## src/rtl/sine_freq_meter.sv

```systemverilog
// Frequency meter for the 6-bit signed DDS sine stream: counts rising zero crossings per gate window.
// Latency: a crossing sample is reflected in the count and period_out at the next clk edge.
// No backpressure: freq_valid / period_valid are one-cycle pulses, and the outputs hold between pulses.
//
// Ports:
//   clk, rst_n       - clock, asynchronous active-low reset
//   sample_in [5:0]  - two's-complement sine sample, qualified by sample_en
//   freq_out [8:0]   - crossings in the last completed gate (saturated at 511), with freq_valid,
//                      freq_ovf and signal_present
//   period_out       - clk cycles between the last two rising crossings, with period_valid
module sine_freq_meter #(
  parameter int GATE_CYCLES = 50_000_000,
  parameter int HYST        = 4,
  parameter int PERIOD_W    = 24
) (
  input  logic                clk,
  input  logic                rst_n,
  input  logic [5:0]          sample_in,
  input  logic                sample_en,
  output logic [8:0]          freq_out,
  output logic                freq_valid,
  output logic                freq_ovf,
  output logic                signal_present,
  output logic [PERIOD_W-1:0] period_out,
  output logic                period_valid
);

  localparam int GW = (GATE_CYCLES > 1) ? $clog2(GATE_CYCLES) : 1;
  localparam logic [GW-1:0] GATE_LAST = GW'(GATE_CYCLES - 1);

  localparam logic signed [5:0] HYST_P = 6'(HYST);
  localparam logic signed [5:0] HYST_N = -HYST_P;

  localparam logic [1:0] ST_UNKNOWN = 2'd0;
  localparam logic [1:0] ST_POS     = 2'd1;
  localparam logic [1:0] ST_NEG     = 2'd2;

  localparam logic [9:0] CNT_SAT = 10'd511;

  logic [1:0]          state;
  logic [1:0]          state_nxt;
  logic                is_hi;
  logic                is_lo;
  logic                rise;
  logic [GW-1:0]       gate_cnt;
  logic                gate_last;
  logic [9:0]          cross_cnt;
  logic [9:0]          cross_nxt;
  logic                ovf_acc;
  logic                ovf_nxt;
  logic [PERIOD_W-1:0] per_cnt;
  logic                armed;

  assign is_hi = ($signed(sample_in) >= HYST_P);
  assign is_lo = ($signed(sample_in) <= HYST_N);

  // Hysteresis FSM. Only NEG -> POS is a crossing; leaving UNKNOWN is not,
  // so a stream that starts positive does not produce a spurious count.
  always_comb begin
    state_nxt = state;
    rise      = 1'b0;
    if (sample_en) begin
      case (state)
        ST_UNKNOWN: begin
          if (is_hi)      state_nxt = ST_POS;
          else if (is_lo) state_nxt = ST_NEG;
        end
        ST_NEG: begin
          if (is_hi) begin
            state_nxt = ST_POS;
            rise      = 1'b1;
          end
        end
        ST_POS: begin
          if (is_lo) state_nxt = ST_NEG;
        end
        default: state_nxt = ST_UNKNOWN;
      endcase
    end
  end

  assign gate_last = (gate_cnt == GATE_LAST);

  // Count including this cycle's crossing, so a crossing on the last gate
  // cycle lands in the window that is closing.
  assign cross_nxt = (rise && (cross_cnt < CNT_SAT)) ? cross_cnt + 10'd1 : cross_cnt;
  assign ovf_nxt   = ovf_acc | (cross_nxt == CNT_SAT);

  always_ff @(posedge clk or negedge rst_n) begin
    if (!rst_n) begin
      state          <= ST_UNKNOWN;
      gate_cnt       <= '0;
      cross_cnt      <= '0;
      ovf_acc        <= 1'b0;
      freq_out       <= '0;
      freq_valid     <= 1'b0;
      freq_ovf       <= 1'b0;
      signal_present <= 1'b0;
    end else begin
      state      <= state_nxt;
      freq_valid <= 1'b0;
      if (gate_last) begin
        gate_cnt       <= '0;
        freq_out       <= cross_nxt[8:0];
        freq_ovf       <= ovf_nxt;
        signal_present <= (cross_nxt != 10'd0);
        freq_valid     <= 1'b1;
        cross_cnt      <= '0;
        ovf_acc        <= 1'b0;
      end else begin
        gate_cnt  <= gate_cnt + GW'(1);
        cross_cnt <= cross_nxt;
        ovf_acc   <= ovf_nxt;
      end
    end
  end

  // Period counter restarts at 1 on a crossing so that, at the next crossing,
  // it holds the exact number of clk edges between the two.
  always_ff @(posedge clk or negedge rst_n) begin
    if (!rst_n) begin
      per_cnt      <= '0;
      armed        <= 1'b0;
      period_out   <= '0;
      period_valid <= 1'b0;
    end else begin
      period_valid <= 1'b0;
      if (rise) begin
        per_cnt <= PERIOD_W'(1);
        armed   <= 1'b1;
        if (armed) begin
          period_out   <= per_cnt;
          period_valid <= 1'b1;
        end
      end else if (per_cnt != '1) begin
        per_cnt <= per_cnt + PERIOD_W'(1);
      end
    end
  end

endmodule

```

## config.mk

```make
export PLATFORM = sky130hd
export DESIGN_NAME = sine_freq_meter
export DESIGN_NICKNAME = d
export VERILOG_FILES = /design/src/rtl/sine_freq_meter.sv
export SDC_FILE = /design/constraint.sdc
export NUM_CORES = 1
export LEC_CHECK = 0
export BUFFER_PORTS_ARGS = -buffer_cell sky130_fd_sc_hd__buf_2
export CORE_MARGIN = 2
export CORE_UTILIZATION = 40
export CTS_CLUSTER_SIZE = 20
export DETAILED_ROUTE_END_ITERATION = 10
export GPL_TIMING_DRIVEN = 0
export SETUP_SLACK_MARGIN = 0.5
export SKIP_CTS_REPAIR_TIMING = 1
export SYNTH_ARGS = -nofsm -noshare
export SYNTH_HDL_FRONTEND = slang
export SYNTH_SLANG_ARGS = --single-unit
```

## constraint.sdc

```tcl
create_clock -name clk -period 3.2 [get_ports clk]
set_clock_uncertainty 0.05 [all_clocks]
set_input_delay 0.64 -clock clk [delete_from_list [all_inputs] [get_ports clk]]
set_output_delay 0.64 -clock clk [all_outputs]
set_load 0.005 [all_outputs]
```

---- Yosys cells after proc, flatten, opt, wreduce, memory -nomap -nowiden ----
Cells that the tools add are included.
cells by class
  reductions and logical operators ........ 6
  add/sub/neg operators ................... 3
  div/mod/pow operators ................... 0
  $mul .................................... 0
  magnitude comparators ................... 3
  eq/ne operators ......................... 6
  bitwise logic cells ..................... 1
  shift-type cells ........................ 0
  mux-type cells .......................... 16
operator list
  cell                                                         count
  2-to-1 mux 24 bit                                            2
  adder 26 x 1 -> 26 bit, second input constant                1
  == test 26 bit, second input constant                        1
  2-to-1 mux 26 bit                                            1
  adder 24 x 1 -> 24 bit, second input constant                1
  inequality test 24 bit, second input constant                1
  2-to-1 mux 10 bit                                            2
  adder 10 x 1 -> 10 bit, second input constant                1
  == test 10 x 9 -> 1 bit, second input constant               1
  less-than comparator 10 x 9 -> 1 bit, second input constant  1
  nonzero test 10 bit                                          1
  2-to-1 mux 1 bit                                             7
  >= comparator 6 x 4 -> 1 bit, second input constant          1
  <= comparator 6 x 3 -> 1 bit, second input constant          1
  2-to-1 mux 2 bit                                             3
  one-hot mux 2 bit (3 select lines)                           1
  AND reduction 2 bit                                          2
  == test 2 x 1 -> 1 bit, second input constant                1
  == test 2 bit, second input constant                         1
  logical NOT 2 bit                                            1
  inequality test 2 bit, second input constant                 1
  nonzero test 2 bit                                           1
  logical AND 1 bit                                            1
  OR 1 bit                                                     1
storage, ports and cells
  bits in latches ......................... 0
  bits in writable memories ............... 0
  memories kept ........................... 0
  bits in read-only memories .............. 0
  word-level logic and storage cells ...... 47
  bits in registers ....................... 101
  input port bits ......................... 9
  output and inout bits ................... 37

---- Longest topological paths before layout ----
  depth in word-level cells ............... 9
  depth in mapped cells ................... 8
  depth with buffers taken out ............ 7

---- Least setup slack after synthesis ----
Ideal clock, no wire load.
  path kind ............................... in2reg
  start ................................... in sample_in[4]
  end ..................................... reg freq_ovf
  setup time .............................. 0.073 ns
  data required time ...................... 3.077 ns
  path buffers ............................ 1
  stages on the path ...................... 7
  path slack .............................. 0.804 ns
  data arrival time ....................... 2.273 ns
  cell sequence ........................... nor3_1 -> nor3_1 -> and2_1 -> clkbuf_1 -> mux2i_1 -> o41a_1 -> a21oi_2
between the ends
  cells in the longest elaborated chain, start to end .. 8
RTL lines
  element                       line  source
  from (decl)                   18    input logic [5:0] sample_in,
  >= comparator 6 x 4 -> 1 bit  54    assign is_hi = ($signed(sample_in) >= HYST_P);
  2-to-1 mux 1 bit              69    if (is_hi) begin
  2-to-1 mux 1 bit              63    case (state)
  2-to-1 mux 1 bit              62    if (sample_en) begin
  logical AND 1 bit             86    assign cross_nxt = (rise && (cross_cnt < CNT_SAT)) ? cross_cnt + 10'd1 : cross_cnt;
  2-to-1 mux 10 bit             86
  == test 10 x 9 -> 1 bit       87    assign ovf_nxt = ovf_acc | (cross_nxt == CNT_SAT);
  OR 1 bit                      87
  to (signal assigned)          105   freq_ovf <= ovf_nxt;
  to (decl)                     22    output logic freq_ovf,
No other way between the ends.
A chain may end at the register's enable or synchronous reset.

---- Worst setup path after layout ----
  start ................................... reg cross_cnt[4]
  end ..................................... reg freq_ovf
between the ends
  cells in the longest elaborated chain, start to end .. 5
  elaborated cells on any way between the ends .. 6
  classes of those cells .................. add/sub (1); order compare (1); eq/ne (1); mux (1); bitwise (1); reduce/logical (1)
RTL lines
  element                               line  source
  from (decl)                           47    logic [9:0] cross_cnt;
  from (signal assigned)                112   cross_cnt <= cross_nxt;
  less-than comparator 10 x 9 -> 1 bit  86
  logical AND 1 bit                     86
  2-to-1 mux 10 bit (*)                 86
  == test 10 x 9 -> 1 bit (*)           87
  OR 1 bit (*)                          87
Every way passes the cells marked *; elsewhere a longest branch is shown, timed or not.

==> results.md <==
- Outcome: finished clean
- Yosys top cell by area: dfrtp_1
- Nets: 513
- Final Total Pwr: 3.15 mW
- Most common library cells after synthesis: dfrtp_1, nor2_1, nand2_1
- Clk sink count: 101
- Routed WL: approximately 9.0 mm
- Max Root-Sink Buffers: 2
- Total track usage: 14.9%
- I/O Buffers: 45
- CTS tree: done
- Share of flip-flops with an asynchronous set or reset: 100%
- Count leader, synth: dfrtp_1
- Final Max Tran Viols: 0
- Seq/Total Area, Yosys: 54.1%
- Hold slack: around 0.18 ns
- Die area: roughly 13000 µm²
- Leak Pwr: 2.48 nW
- Crit Path Category: flip-flop to flip-flop
- Largest net degree at the start of global routing: 73
- Final Util: a little under half
- Height of the die: 112 µm
- RSZ-0062 raised after global routing: no
- Final worst slack: 0.670 ns
- Crit-path slowest cell: or3_1
- CP Launch Type: flip-flop
- Worst Tran Pin Value: 0.790 ns
- WP buf/inv: 2
- CTS Buf Count: 9
- Routed via count: 3395
- Max-capacitance violation count: 0
- Fmax: 0.395 GHz
- Cell repeated most along the worst path: clkbuf_1
- Final setup fails: 0
- Antenna Cells: 0
- Post-synthesis register bit count: 101
- Relative slew slack: 47.2%
- Initial DRC count: 126
- Final Wtd Congestion: 0.822
- Dpl hpwl: 6.38 mm
- Fraction of layout cells with a size suffix above 1: 17.6%
- Cells after Synth: 444
- Final hold vios: 0
- Layout Cells excl Fill: 649
- Worst Hold Class: input pin to async pin
- Worst Setup SP: cross_cnt[4]$_DFF_PN0_
- Clock-pin slew of the registers on the worst-case setup and hold paths: 0.07 ns
- Synth Cell Area: about 4700 µm²
- DRC: 0
- Cell variety after synth: 41
- Cell Area, Placed: 5110 µm²
- Initial antenna violation count: 0
- Max VDD drop: about 0.38 mV
- Dominant synthesized flop cell: dfrtp_1
- PwrDens: 582 nW/µm²
- # rows: 39
- Critical path cell sequence: clkbuf_1 -> nand4_1 -> or3_1 -> and2_1 -> clkbuf_1 -> mux2i_1 -> o41a_1 -> a21oi_2
- Reg-to-reg slack, setup: roughly 0.67 ns
- DRT Pass-1 Iters: 6
- Top cells by area, synth: dfrtp_1, mux2_2, xor2_1
- Final TNS setup: 0 ns
- Dpl cells: 633
- Global-route wire length before repair: 15.4 mm
- Setup WS pre-CTS: a little under 0.4 ns
- Synth warn: 0
- Crit path max-delay family: simple AND/OR/NAND/NOR gates
- Reg2reg start: cross_cnt[4]$_DFF_PN0_
- Critical Path Stages: 8
- FILL cells: 1075
- Number of global-route vias before repair: about 3300
- Crit Path Max Fanout: 10
- Vias/cell: 5.23
- Antenna viol nets, final: 0
- Post-synth net total: ~460
- Synthesis-to-finish area growth: 15.7%
- Starting Density: between 40% and 50%
- H-tree depth: 3
- Syn_area_per_cell: 10.5 µm²
- Chip width: 112 µm
- CP arrival: around 2.8 ns
- Root Driver: clkbuf_16
- Grt ovf: 0
- Core Box Area: roughly 11000 µm²
- Setup crit end kind: flip-flop
- R2R depth: 8
- Reg-to-reg endpoint: freq_ovf$_DFFE_PN0P_
- Clock Latency Late Sink: 0.34 ns
- WL per Instance: 13.9 µm
- Post-synth top area share: approximately 54%
- Post-synth EDFFs: 0
- Worst Path Required: approximately 3.4 ns
- Ports: 46
- Post-route cell area: 5410 µm²
- Fin crit period: 2.53 ns
- CP Capture Point: freq_ovf$_DFFE_PN0P_
- Critical path's largest stage delay: between 0.4 and 0.5 ns
- Crit share post-route: 79.1%
## sequential cells by signal, indices dropped and copies added, names as in the netlist, 2 cells and up
signal and cells:
gate_cnt 26, state 2, per_cnt 24, freq_out 9
period_out 24, cross_cnt 10
## where the power goes
part           internal [mW]  switching, mW  total, mW
Sequential              1.44          0.153       1.59
Combinational          0.243          0.256      0.499
Clock                  0.562          0.490       1.05
## worst min path at each step
stage	from	to	slack [ns]	cells after the start
6_report	rst_n	period_out[10]$_DFFE_PN0P_	0.18	1
5_1_grt	rst_n	period_out[10]$_DFFE_PN0P_	0.20	1
4_1_cts	rst_n	per_cnt[15]$_DFFE_PN0P_	0.18	1
3_5_place_dp	armed$_DFFE_PN0N_	armed$_DFFE_PN0N_	0.40	1
3_3_place_gp	armed$_DFFE_PN0N_	armed$_DFFE_PN0N_	0.40	1
2_1_floorplan	rst_n	armed$_DFFE_PN0N_	0.29	0
## metal layers
layer	track usage [%]	part of all wire (%)
met1	19.8	48
met2	24.0	48
met3	4.05	3.3
met4	4.88	1.3
met5	0	0
## kinds of logic after synthesis
family	after synthesis	share of synthesized area [%]
and+or+nand+nor	195	21.9
DFF	101	54.1
AOI/OAI and AO/OA	47	6.16
xor gates and xnor gates	46	8.62
muxes	27	6.37
buffers and inverters	25	2.01
adders and majority gates	3	0.804
## layout make-up
cell class / count / area, µm² / area share (%)
multi-input combinational: 318 / 2060 / 38.0
sequential: 101 / 2530 / 46.8
buffer: 14 / 52.6 / 0.972
tap: 143 / 179 / 3.31
clock buffer: 10 / 239 / 4.42
timing repair buffer: 46 / 255 / 4.72
inverter: 11 / 41.3 / 0.764
clock inverter: 6 / 53.8 / 0.995
## layout by cell type (no fill, tap or decap), types with 2 or more instances in the layout
cell type,synthesis,layout
a21oi_1,7,7
o31ai_1,3,3
inv_1,11,11
dfrtp_1,101,100
mux2_2,22,22
nor4b_1,3,3
nor3_1,12,11
and3_1,8,8
inv_6,0,2
and2_1,8,8
xor2_1,25,25
nor4_1,2,2
nand3_1,29,29
nand2_1,41,41
o21ai_0,20,20
nor4bb_1,2,2
clkbuf_1,14,14
nand4_1,11,11
a31oi_1,7,7
clkbuf_16,0,9
xnor2_1,21,21
or3_1,8,8
nor3b_1,3,3
a211oi_1,2,2
mux2i_1,5,5
and4_1,13,13
buf_2,0,44
nor2_1,47,47
ha_1,3,3
nand2b_1,2,2
clkinv_4,0,2
## worst register-to-register path, delay by kind of cell, from the launching register on
family | cells | cell delay [ns]
multiplexers | 1 | 0.18
AND/OR/NAND/NOR | 3 | 0.86
flip-flops | 1 | 0.32
buffers and inverters | 2 | 0.47
AO/OA/AOI/OAI | 2 | 0.57
Power figures use the tool's default switching activity.
